===== config.mk =====
export PLATFORM = sky130hd
export DESIGN_NAME = conv_param_loader
export DESIGN_NICKNAME = d
export VERILOG_FILES = /design/src/rtl/conv_param_pkg.sv /design/src/rtl/conv_param_loader.sv
export SDC_FILE = /design/constraint.sdc
export NUM_CORES = 1
export LEC_CHECK = 0
export BUFFER_PORTS_ARGS = -buffer_cell sky130_fd_sc_hd__buf_2
export CAP_MARGIN = 15
export CORE_MARGIN = 4
export CORE_UTILIZATION = 50
export CTS_BUF_LIST = sky130_fd_sc_hd__clkbuf_16
export DETAILED_ROUTE_END_ITERATION = 16
export PLACE_DENSITY = 0.73
export REMOVE_ABC_BUFFERS = 1
export SLEW_MARGIN = 25
export SYNTH_ARGS = -nofsm -noshare
export SYNTH_HDL_FRONTEND = slang
export SYNTH_SLANG_ARGS = --single-unit

===== constraint.sdc =====
create_clock -name clk -period 6.2 [get_ports clk]
set_input_delay 0.93 -clock clk [delete_from_list [all_inputs] [get_ports clk]]
set_output_delay 0.93 -clock clk [all_outputs]
set_load 0.1 [all_outputs]

===== src/rtl/conv_param_pkg.sv =====
// ---------------------------------------------------------------------------
// conv_param_pkg
//
// Shared definitions for the convolution parameter memories. Holds the
// loader FSM state encoding, the fixed 3x3 tap count, and the default
// filter count, data width and RAM address widths. These defaults match
// the memory map the time-multiplexed convolution engine expects.
// ---------------------------------------------------------------------------
package conv_param_pkg;

   // 3x3 kernel, stored row-major p00..p22
   localparam int TAPS            = 9;
   localparam int TAP_WIDTH       = $clog2(TAPS);

   // Memory-map defaults shared with the convolution engine
   localparam int DEF_NUM_FILTERS = 32;
   localparam int DEF_DATA_WIDTH  = 8;
   localparam int DEF_WADDR_WIDTH = 15;
   localparam int DEF_BADDR_WIDTH = 6;

   // CHECK is only entered when the checksum option is built in
   typedef enum logic [2:0] {
      IDLE,
      LOAD_W,
      LOAD_B,
      CHECK,
      DONE
   } load_state_t;

endpackage


===== src/rtl/conv_param_loader.sv =====
// ---------------------------------------------------------------------------
// conv_param_loader
//
// Streaming writer for the conv weight RAM (3x3 taps per filter) and the
// per-filter bias RAM. Bytes arrive over a valid/ready handshake in the
// order w0..w8, bias, for each filter in turn. Every accepted byte is
// written one cycle later with registered address and data. The loader
// never reads either RAM.
//
// Optional feature, enabled by the macro LOADER_CHECKSUM_EN:
//   One trailing byte follows the last bias. chk_err is set when that byte
//   differs from the 8-bit modular sum of all weight and bias bytes.
//   Without the macro, chk_err is tied low.
//
// Ports:
//   clk, rst          clock (rising edge), asynchronous active-high reset
//   start             one-cycle pulse, starts a load from IDLE or DONE
//   s_valid, s_data   source byte stream
//   s_ready           loader can accept a byte this cycle
//   w_wren/addr/data  weight RAM write port
//   b_wren/addr/data  bias RAM write port
//   busy              load in progress
//   done              load complete, held until the next start
//   chk_err           checksum mismatch (checksum build only)
// ---------------------------------------------------------------------------
module conv_param_loader
   import conv_param_pkg::*;
#(
   parameter int NUM_FILTERS = DEF_NUM_FILTERS,
   parameter int DATA_WIDTH  = DEF_DATA_WIDTH,
   parameter int WADDR_WIDTH = DEF_WADDR_WIDTH,
   parameter int BADDR_WIDTH = DEF_BADDR_WIDTH
) (
   input  logic                   clk,
   input  logic                   rst,
   input  logic                   start,
   input  logic                   s_valid,
   input  logic [DATA_WIDTH-1:0]  s_data,
   output logic                   s_ready,
   output logic                   w_wren,
   output logic [WADDR_WIDTH-1:0] w_addr,
   output logic [DATA_WIDTH-1:0]  w_data,
   output logic                   b_wren,
   output logic [BADDR_WIDTH-1:0] b_addr,
   output logic [DATA_WIDTH-1:0]  b_data,
   output logic                   busy,
   output logic                   done,
   output logic                   chk_err
);

   load_state_t            state;
   load_state_t            state_next;
   logic [TAP_WIDTH-1:0]   tap_cnt;
   logic [BADDR_WIDTH-1:0] filter_cnt;
   logic [WADDR_WIDTH-1:0] waddr_cnt;
   logic                   accept;
   logic                   load_start;
   logic                   last_tap;
   logic                   last_filter;

   assign accept      = s_valid && s_ready;
   assign load_start  = start && ((state == IDLE) || (state == DONE));
   assign last_tap    = (tap_cnt == TAP_WIDTH'(TAPS - 1));
   assign last_filter = (filter_cnt == BADDR_WIDTH'(NUM_FILTERS - 1));

   // State register. Reset drops straight back to IDLE, even mid-load.
   // The host is expected to reload after a reset.
   always_ff @(posedge clk or posedge rst) begin
      if (rst) begin
         state <= IDLE;
      end else begin
         state <= state_next;
      end
   end

   // Next-state and handshake decode. s_valid is used directly here rather
   // than accept, so s_ready never feeds back into its own block. A start
   // pulse is only honoured from IDLE or DONE, so a start while loading
   // has no effect.
   always_comb begin
      state_next = state;
      s_ready    = 1'b0;
      busy       = 1'b0;
      done       = 1'b0;
      case (state)
         IDLE: begin
            if (start) state_next = LOAD_W;
         end
         LOAD_W: begin
            s_ready = 1'b1;
            busy    = 1'b1;
            if (s_valid && last_tap) state_next = LOAD_B;
         end
         LOAD_B: begin
            s_ready = 1'b1;
            busy    = 1'b1;
            if (s_valid) begin
               if (last_filter) begin
`ifdef LOADER_CHECKSUM_EN
                  state_next = CHECK;
`else
                  state_next = DONE;
`endif
               end else begin
                  state_next = LOAD_W;
               end
            end
         end
         CHECK: begin
            s_ready = 1'b1;
            busy    = 1'b1;
            if (s_valid) state_next = DONE;
         end
         DONE: begin
            done = 1'b1;
            if (start) state_next = LOAD_W;
         end
         default: state_next = IDLE;
      endcase
   end

   // Tap, filter and linear weight-address counters. The weight address
   // simply increments on every accepted weight, which yields f*TAPS + t
   // without a multiplier. Stall cycles leave all three counters untouched.
   always_ff @(posedge clk or posedge rst) begin
      if (rst) begin
         tap_cnt    <= '0;
         filter_cnt <= '0;
         waddr_cnt  <= '0;
      end else if (load_start) begin
         tap_cnt    <= '0;
         filter_cnt <= '0;
         waddr_cnt  <= '0;
      end else if (accept) begin
         case (state)
            LOAD_W: begin
               waddr_cnt <= waddr_cnt + WADDR_WIDTH'(1);
               tap_cnt   <= last_tap ? '0 : tap_cnt + TAP_WIDTH'(1);
            end
            LOAD_B: begin
               if (!last_filter) filter_cnt <= filter_cnt + BADDR_WIDTH'(1);
            end
            default: ;
         endcase
      end
   end

   // RAM write ports. Each enable is a one-cycle strobe in the cycle after
   // acceptance. Address and data hold their last written value between
   // writes. Reset kills any strobe that is still pending.
   always_ff @(posedge clk or posedge rst) begin
      if (rst) begin
         w_wren <= 1'b0;
         w_addr <= '0;
         w_data <= '0;
         b_wren <= 1'b0;
         b_addr <= '0;
         b_data <= '0;
      end else begin
         w_wren <= accept && (state == LOAD_W);
         b_wren <= accept && (state == LOAD_B);
         if (accept && (state == LOAD_W)) begin
            w_addr <= waddr_cnt;
            w_data <= s_data;
         end
         if (accept && (state == LOAD_B)) begin
            b_addr <= filter_cnt;
            b_data <= s_data;
         end
      end
   end

`ifdef LOADER_CHECKSUM_EN
   logic [DATA_WIDTH-1:0] chk_sum;

   // Running modular sum over weights and biases. The trailing byte taken
   // in CHECK is compared against it and is never written to either RAM.
   // chk_err updates on the same edge that moves the FSM into DONE, so it
   // is valid in the same cycle that done rises.
   always_ff @(posedge clk or posedge rst) begin
      if (rst) begin
         chk_sum <= '0;
         chk_err <= 1'b0;
      end else if (load_start) begin
         chk_sum <= '0;
         chk_err <= 1'b0;
      end else if (accept) begin
         if ((state == LOAD_W) || (state == LOAD_B)) begin
            chk_sum <= chk_sum + s_data;
         end else if (state == CHECK) begin
            chk_err <= (chk_sum != s_data);
         end
      end
   end
`else
   assign chk_err = 1'b0;
`endif

endmodule


==> results.md, run 1 <==
- Run status: complete, no violations
- Maximum number of pins on one net before global-route repair: 68
- Tightest slew margin relative to the limit: 0.4109
- Launch instance of the worst min-delay path: w_addr[11]$_DFFE_PP0P_
- Final critical-path share of the clock period: 0.5036
- Routed length per instance: 14.26 um
- Row Count: 27
- Worst reg2reg path startpoint: state[1]$_DFFE_PP0P_
- DRC errors left: 0
- Min-delay worst type: reg2reg
- Register area share after synthesis: 0.5685
- Fraction of final layout cells with drive strength greater than 1: 0.2610
- Number of warnings issued by yosys: 0
- Reg area: 1677 sq um
- Setup_tns: 0 ps
- Final HPWL DP: 3889 um
- Final weighted congestion in routability-driven placement: 0.8253
- CP Capture Type: register
- Post-route minimum period: 3122 ps
- Main synth FF type: sky130_fd_sc_hd__dfrtp_1
- GRT Resource Usage Total: 0.1772
- Switching power share of the total: 0.4577
- Hold Worst Slack: 465.8 ps
- Count of state elements after synthesis: 67
- Pint: 940.0 uW
- CTS H-Tree Depth: 3
- Syn Inst Count: 286
- Clock transition time at the flip-flop clock pins of the worst setup and hold paths: 50 ps
- Number of setup buffers added after CTS: 0
- TritonCTS Sinks: 67
- Core Footprint: 5608 sq um
- Via density: 5.300
- Maximum clock path buffer count: 2
- Number of buffers inserted for hold repair after clock tree synthesis: 0
- Final setup vio count: 0
- Max-slew violation count: 0
- # diodes: 0
- Post-Synthesis Cell Area: 2949 sq um
- First-pass DRT Iterations: 4
- Startpoint-to-endpoint class of the critical path: in2reg
- Combinational power share: 0.391
- Wire length of the first global-routing pass: 10210 um
- Count of vias placed by the detailed router: 2189
- Fill cell count: 481
- Least-Margin Pin Slew: 882.7 ps
- Overflow after GRT: 0
- Max-capacitance violation count: 0
- Pwr/cell area: 491.3 nW/um^2
- VDD IR-drop max: 346.7 uV
- End of the worst hold path: w_addr[11]$_DFFE_PP0P_
- Number of antenna violations at the first check in global routing: 0
- Port Buffers: 53
- Area growth syn-to-layout: 19.64%
- Worst reg-to-reg path cell count: 5
- Clk Tree Root Cell: sky130_fd_sc_hd__clkbuf_16
- Worst-case clock skew: 4.185 ps
- Die outline area: 7191 sq um
- Remaining number of nets flagged by the antenna check after routing: 0
- Average cell area after synthesis: 10.31 sq um
- Worst endpoint data arrival time: 3370 ps
- Leakage power total: 0.001863 uW
- Share of total power in sequential cells: 0.341
- Setup repair after global routing missed its margin: no
- Clock insertion delay at the later pin of the skew report: 320 ps
- Post-cts repair resize count: 0
- Capture instance of the worst register-to-register path: waddr_cnt[11]$_DFFE_PP0P_
- Sw power: 793.4 uW
- Violation count after the first detailed-routing iteration: 142
- Startpoint type of the worst setup path: primary input
- Floorplan die width: 84.80 um
- Worst hold path cell count: 2
- Vertical extent of the die: 84.80 um
- Number of distinct standard cells referenced by the synthesized netlist: 44
- Number of global-route vias before repair: 2204
- Final WL: 5888 um
- Number of placed I/O pins: 55
- Maximum fanout along the worst path: 30
- Clock tree from TritonCTS: yes
- Final Hold Viols: 0
- CP Data Required Time: 6450 ps
- Total CTS buffers: 9
- Worst setup slack for register-to-register paths: 3230 ps
- Final layout net count: 353
- Area occupied by multi-input gates: 1165 sq um
- Part of the total power dissipated in the clock network: 0.268
- Maximum operating frequency: 320.3 MHz
- Number of synthesized flops with an enable pin: 0
- Effective utilization at floorplan: 0.5259
- Post-synthesis async set-or-reset flop share: 1.000
==> worst max-delay path by stage <==
stage                         startpoint  slack, ps                         to  cells past startpoint
global route                     s_valid       2790  waddr_cnt[11]$_DFFE_PP0P_                      6
floorplan           state[0]$_DFFE_PP0P_       2180                       busy                      2
global placement                 s_valid       2780  waddr_cnt[11]$_DFFE_PP0P_                      6
finish                           s_valid       3080  waddr_cnt[11]$_DFFE_PP0P_                      6
CTS                              s_valid       3050  waddr_cnt[11]$_DFFE_PP0P_                      6
detailed placement               s_valid       2730  waddr_cnt[11]$_DFFE_PP0P_                      6
==> through the flow <==
step | setup WS, ps | util | power, uW | std cells | area [sq um]
after floorplan | 2184 | - | 1148 | 270 | 2860
after global placement | 2782 | 0.5788 | 1265 | 397 | 3246
after detailed placement | 2725 | 0.5788 | 1278 | 397 | 3246
after CTS | 3045 | 0.6278 | 1752 | 412 | 3521
after global routing | 2785 | 0.6292 | 1820 | 413 | 3528
final | 3078 | 0.6292 | 1733 | 413 | 3528
==> synth_stat cells (2+ instances only) <==
cell type,n,share of area
sky130_fd_sc_hd__buf_4,2,0.0051
sky130_fd_sc_hd__o21ai_0,9,0.015
sky130_fd_sc_hd__nor2_1,17,0.022
sky130_fd_sc_hd__a22o_1,2,0.0059
sky130_fd_sc_hd__clkbuf_1,6,0.0076
sky130_fd_sc_hd__nor3_1,3,0.0051
sky130_fd_sc_hd__xor2_1,5,0.015
sky130_fd_sc_hd__ha_1,4,0.017
sky130_fd_sc_hd__mux2_2,14,0.053
sky130_fd_sc_hd__nand3_1,3,0.0051
sky130_fd_sc_hd__mux2i_1,2,0.0068
sky130_fd_sc_hd__or4_1,3,0.0076
sky130_fd_sc_hd__buf_6,2,0.0076
sky130_fd_sc_hd__a21oi_1,8,0.014
sky130_fd_sc_hd__dfrtp_1,67,0.57
sky130_fd_sc_hd__o31ai_1,6,0.015
sky130_fd_sc_hd__nand4_1,5,0.011
sky130_fd_sc_hd__nand2b_1,2,0.0042
sky130_fd_sc_hd__or3_1,3,0.0064
sky130_fd_sc_hd__o211ai_1,5,0.013
sky130_fd_sc_hd__a21o_1,3,0.0076
sky130_fd_sc_hd__xnor2_1,3,0.0089
sky130_fd_sc_hd__inv_1,9,0.011
sky130_fd_sc_hd__buf_2,4,0.0068
sky130_fd_sc_hd__nand2_1,79,0.10
sky130_fd_sc_hd__a31oi_1,2,0.0042
==> cell type report <==
class	count	area share
sequential	67	0.4752
multi-input combinational	194	0.3301
timing repair buffer	56	0.08156
clock buffer	9	0.06383
tap	72	0.02553
clock inverter	6	0.01418
inverter	9	0.009574
==> cells by family after synthesis <==
group / after synthesis / synth area share
and+or+nand+nor: 126 / 0.2020
DFF: 67 / 0.5685
AOI/OAI and AO/OA: 39 / 0.08570
buffers and inverters: 25 / 0.04157
muxes: 16 / 0.06025
xor gates and xnor gates: 8 / 0.02376
adders and majority gates: 4 / 0.01697
other: 1 / 0.001272
==> worst max-delay path, stage by stage <==
cell and delay [ps]:
sky130_fd_sc_hd__buf_2 180, sky130_fd_sc_hd__nand4bb_4 400, sky130_fd_sc_hd__inv_1 820, sky130_fd_sc_hd__nand4_2 310, sky130_fd_sc_hd__or4_1 560, sky130_fd_sc_hd__a21oi_1 140
==> sequential cells by signal, indices dropped and copies added (netlist names) <==
register	count
b_wren	1
waddr_cnt	15
w_data	8
tap_cnt	4
b_addr	6
w_addr	15
filter_cnt	6
w_wren	1
b_data	8
state	3
==> metal layers <==
| metal | GRT usage | part of all wire | vias to the layer above | routed length [um] |
|---|---|---|---|---|
| met1 | 0.2134 | 0.42 | 1054 | 2452 |
| met2 | 0.2989 | 0.52 | 57 | 3075 |
| met3 | 0.06575 | 0.055 | 6 | 322 |
| met4 | 0.04892 | 0.0063 | 0 | 37 |
| met5 | 0 | 0 | - | 0 |
| li1 | - | - | 1072 | - |
==> power by group through the flow <==
stage	Clock [uW]	Sequential (uW)	Combinational [uW]
6_report	465	591	677
3_5_place_dp	0	597	681
5_1_grt	502	603	715
4_1_cts	477	592	683
3_3_place_gp	0	592	673
2_1_floorplan	0	928	219
==> cell usage in the layout (no fill, tap or decap), types with 6 or more instances in the layout <==
master and instances:
sky130_fd_sc_hd__clkbuf_16 9, sky130_fd_sc_hd__dfrtp_1 67, sky130_fd_sc_hd__o21ai_0 9, sky130_fd_sc_hd__buf_2 53
sky130_fd_sc_hd__nor2_1 17, sky130_fd_sc_hd__nand2_1 79, sky130_fd_sc_hd__o31ai_1 6, sky130_fd_sc_hd__inv_1 10
sky130_fd_sc_hd__a21oi_1 8, sky130_fd_sc_hd__mux2_2 14
Note: power is estimated with default switching activity, not from simulation.
==> run 2, diff against run 1 <==
CORE_UTILIZATION = 49   (was 50)
PLACE_DENSITY = 0.75   (was 0.73)
clock period = 2.8 ns   (was 6.2 ns; I/O delays follow)
==> run 2 against run 1 <==
Effect of this change: global-route usage down 0.085 points; largest cell class unchanged; critical endpoint is now waddr_cnt[14]$_DFFE_PP0P_; worst setup slack worse by 2400 ps; power up 120%; clock-buffer cell count unchanged; die area up 1.8%; non-clock buffer count up 2; critical path type is now reg2reg; utilization down 0.93 points.
==> results.md, run 2 (same netlist as run 1, synthesis figures left out) <==
- Run status: complete, no violations
- Worst endpoint data arrival time: 2400 ps (-970 ps)
- CTS H-Tree Depth: 3 (unchanged)
- Max-capacitance violation count: 0 (unchanged)
- DRC errors left: 0 (unchanged)
- Violation count after the first detailed-routing iteration: 127 (-11%)
- Final weighted congestion in routability-driven placement: 0.7644 (-7.4%)
- Number of setup buffers added after CTS: 0 (unchanged)
- Largest delay contributor family on the critical path: simple AND/OR/NAND/NOR gates
- Floorplan die width: 85.58 um (+0.92%)
- TritonCTS Sinks: 67 (unchanged)
- Layer with the highest usage after global routing: met2
- Post-cts repair resize count: 0 (unchanged)
- Vertical extent of the die: 85.58 um (+0.92%)
- # diodes: 0 (unchanged)
- Non-filler cells in the finished layout: 415 (+0.48%)
- Chain of cells forming the critical path: nand4bb_4 > or4_4 > or3_1 > a21oi_1
- Overall Power: 3778 uW (+120%)
- Die outline area: 7324 sq um (+1.8%)
- Final HPWL DP: 4003 um (+2.9%)
- Maximum operating frequency: 464.0 MHz
- Number of buffers inserted for hold repair after clock tree synthesis: 0 (unchanged)
- Combinational power share: 0.405 (+0.014)
- Final layout net count: 355 (+0.57%)
- Capture instance of the worst register-to-register path: waddr_cnt[14]$_DFFE_PP0P_
- GR Util met3: 0.05764 (-0.008114)
- Max stage delay on crit path: 650 ps (-170 ps)
- CP Capture Type: register
- Routed length per instance: 14.42 um (+1.2%)
- Share of total power in sequential cells: 0.345 (+0.004)
- Fin worst setup slack: 645.0 ps (-2433 ps)
- Worst reg2reg path startpoint: state[2]$_DFFE_PP0P_
- Count of vias placed by the detailed router: 2214 (+1.1%)
- Clock transition time at the flip-flop clock pins of the worst setup and hold paths: 50 ps (about the same)
- Maximum fanout along the worst path: 18 (-40%)
- Launch instance of the worst min-delay path: s_data[7]
- Maximum clock path buffer count: 2 (unchanged)
- Most common cell after layout, fill and taps aside: sky130_fd_sc_hd__nand2_1
- Final WL: 5985 um (+1.6%)
- Fraction of final layout cells with drive strength greater than 1: 0.2653 (+0.004309)
- Sum of buffers and inverters on the critical path: 0 (-2)
- Max-slew violation count: 0 (unchanged)
- Clk Tree Root Cell: sky130_fd_sc_hd__clkbuf_16
- Remaining number of nets flagged by the antenna check after routing: 0 (unchanged)
- Worst setup slack for register-to-register paths: 650 ps (-2580 ps)
- Worst reg-to-reg path cell count: 4 (-1)
- Sw power: 1775 uW (+120%)
- Row Count: 27 (unchanged)
- Number of antenna violations at the first check in global routing: 0 (unchanged)
- Worst hold path cell count: 3 (+1)
- Startpoint type of the worst setup path: register
- Core Footprint: 5675 sq um (+1.2%)
- Via density: 5.335 (+0.65%)
- Overflow after GRT: 0 (unchanged)
- Pwr/cell area: 1074 nW/um^2 (+120%)
- Clock tree from TritonCTS: yes
- Number of placed I/O pins: 55 (unchanged)
- First-pass DRT Iterations: 4 (unchanged)
- Tightest slew margin relative to the limit: 0.4539 (+0.04300)
- Final setup vio count: 0 (unchanged)
- GR met2 Demand/Resource: 0.2959 (-0.003028)
- Worst-case clock skew: 2.833 ps (-1.352 ps)
- Final Hold Viols: 0 (unchanged)
- Wire length of the first global-routing pass: 10250 um (+0.40%)
- Clock insertion delay at the later pin of the skew report: 320 ps (about the same)
- Number of global-route vias before repair: 2209 (+0.23%)
- Switching power share of the total: 0.4699 (+0.01218)
- Post-route minimum period: 2155 ps
- Master of the slowest instance on the critical path: sky130_fd_sc_hd__or4_4
- Least-Margin Pin Slew: 819.2 ps (-63.53 ps)
- Startpoint-to-endpoint class of the critical path: reg2reg
- Total CTS buffers: 9 (unchanged)
- VDD IR-drop max: 710.3 uV (+100%)
- Min-delay worst type: in2reg
- Pre-CTS WS: 662.9 ps (-2062 ps)
- Port Buffers: 53 (unchanged)
- Setup repair after global routing missed its margin: no
- GRT Resource Usage Total: 0.1763 (-0.0008500)
- Pint: 2003 uW (+110%)
- Utilization after layout: 0.6199 (-0.009254)
- Effective utilization at floorplan: 0.5196 (-0.006261)
- Hold Worst Slack: 301.4 ps (-164.5 ps)
- End of the worst hold path: w_data[7]$_DFFE_PP0P_
- Final critical-path share of the clock period: 0.7696
- Fill cell count: 467 (-2.9%)
- Part of the total power dissipated in the clock network: 0.250 (-0.018)
- Regs by FF count: w_addr x15, waddr_cnt x15
- Leakage power total: 0.001858 uW (-0.24%)
- CP Data Required Time: 3040 ps (-3410 ps)
- Area growth syn-to-layout: 19.30%
- Cell count after placement: 400 (+0.76%)
- Commonest cells after routing, fill and taps aside: sky130_fd_sc_hd__nand2_1, sky130_fd_sc_hd__dfrtp_1, sky130_fd_sc_hd__buf_2, sky130_fd_sc_hd__nor2_1, sky130_fd_sc_hd__mux2_2
- Met1 Use GR: 0.2163 (+0.002874)
- Maximum number of pins on one net before global-route repair: 68 (unchanged)
-- run 2: cell types whose count changed in the layout (fill, tap and decap cells not counted) --
cell / before / now
sky130_fd_sc_hd__buf_4: 3 / 5
sky130_fd_sc_hd__bufinv_16: 1 / 0
sky130_fd_sc_hd__clkinv_1: 2 / 3
sky130_fd_sc_hd__clkinv_2: 1 / 2
sky130_fd_sc_hd__inv_1: 10 / 9
-- run 2: worst max path at each step --
stage                               from                   endpoint  cells past startpoint  slack (ps)
global route        state[2]$_DFFE_PP0P_  waddr_cnt[13]$_DFFE_PP0P_                      4         530
finish              state[2]$_DFFE_PP0P_  waddr_cnt[14]$_DFFE_PP0P_                      4         650
floorplan           state[0]$_DFFE_PP0P_                       busy                      2        -710
detailed placement  state[2]$_DFFE_PP0P_  waddr_cnt[14]$_DFFE_PP0P_                      4         660
global placement    state[2]$_DFFE_PP0P_  waddr_cnt[14]$_DFFE_PP0P_                      4         740
CTS                 state[2]$_DFFE_PP0P_  waddr_cnt[14]$_DFFE_PP0P_                      4         650
-- run 2: layout make-up --
cell class / count / area, sq um / area share
Clock inverter: 6 / 25.02 / 0.007112
Sequential cell: 67 / 1677 / 0.4765
Clock buffer: 9 / 225.2 / 0.06401
Multi-Input combinational cell: 194 / 1165 / 0.3311
Tap cell: 72 / 90.09 / 0.02560
Timing Repair Buffer: 58 / 302.8 / 0.08606
Inverter: 9 / 33.78 / 0.009602
-- run 2: metrics by stage --
stage	instance area (sq um)	TNS [ps]
final	3518	0
after global routing	3518	0
after CTS	3518	0
after detailed placement	3268	0
after global placement	3268	0
after floorplan	2860	-3446
-- run 2: metal layers --
layer,part of all wire,vias to the layer above
li1,-,1072
met1,0.45,1083
met2,0.49,55
met3,0.053,4
met4,0.0080,0
met5,0,-
-- run 2: power groups by stage --
stage	clock network, uW	registers [uW]	logic, uW
2_1_floorplan	0	2060	485
6_report	944	1300	1530
3_5_place_dp	0	1320	1530
3_3_place_gp	0	1310	1510
4_1_cts	969	1300	1540
5_1_grt	1010	1330	1610
-- run 2: tightest hold or removal path, stage by stage --
cell and delay, ps:
sky130_fd_sc_hd__buf_2 80, sky130_fd_sc_hd__nand2_1 40, sky130_fd_sc_hd__nand2_1 40
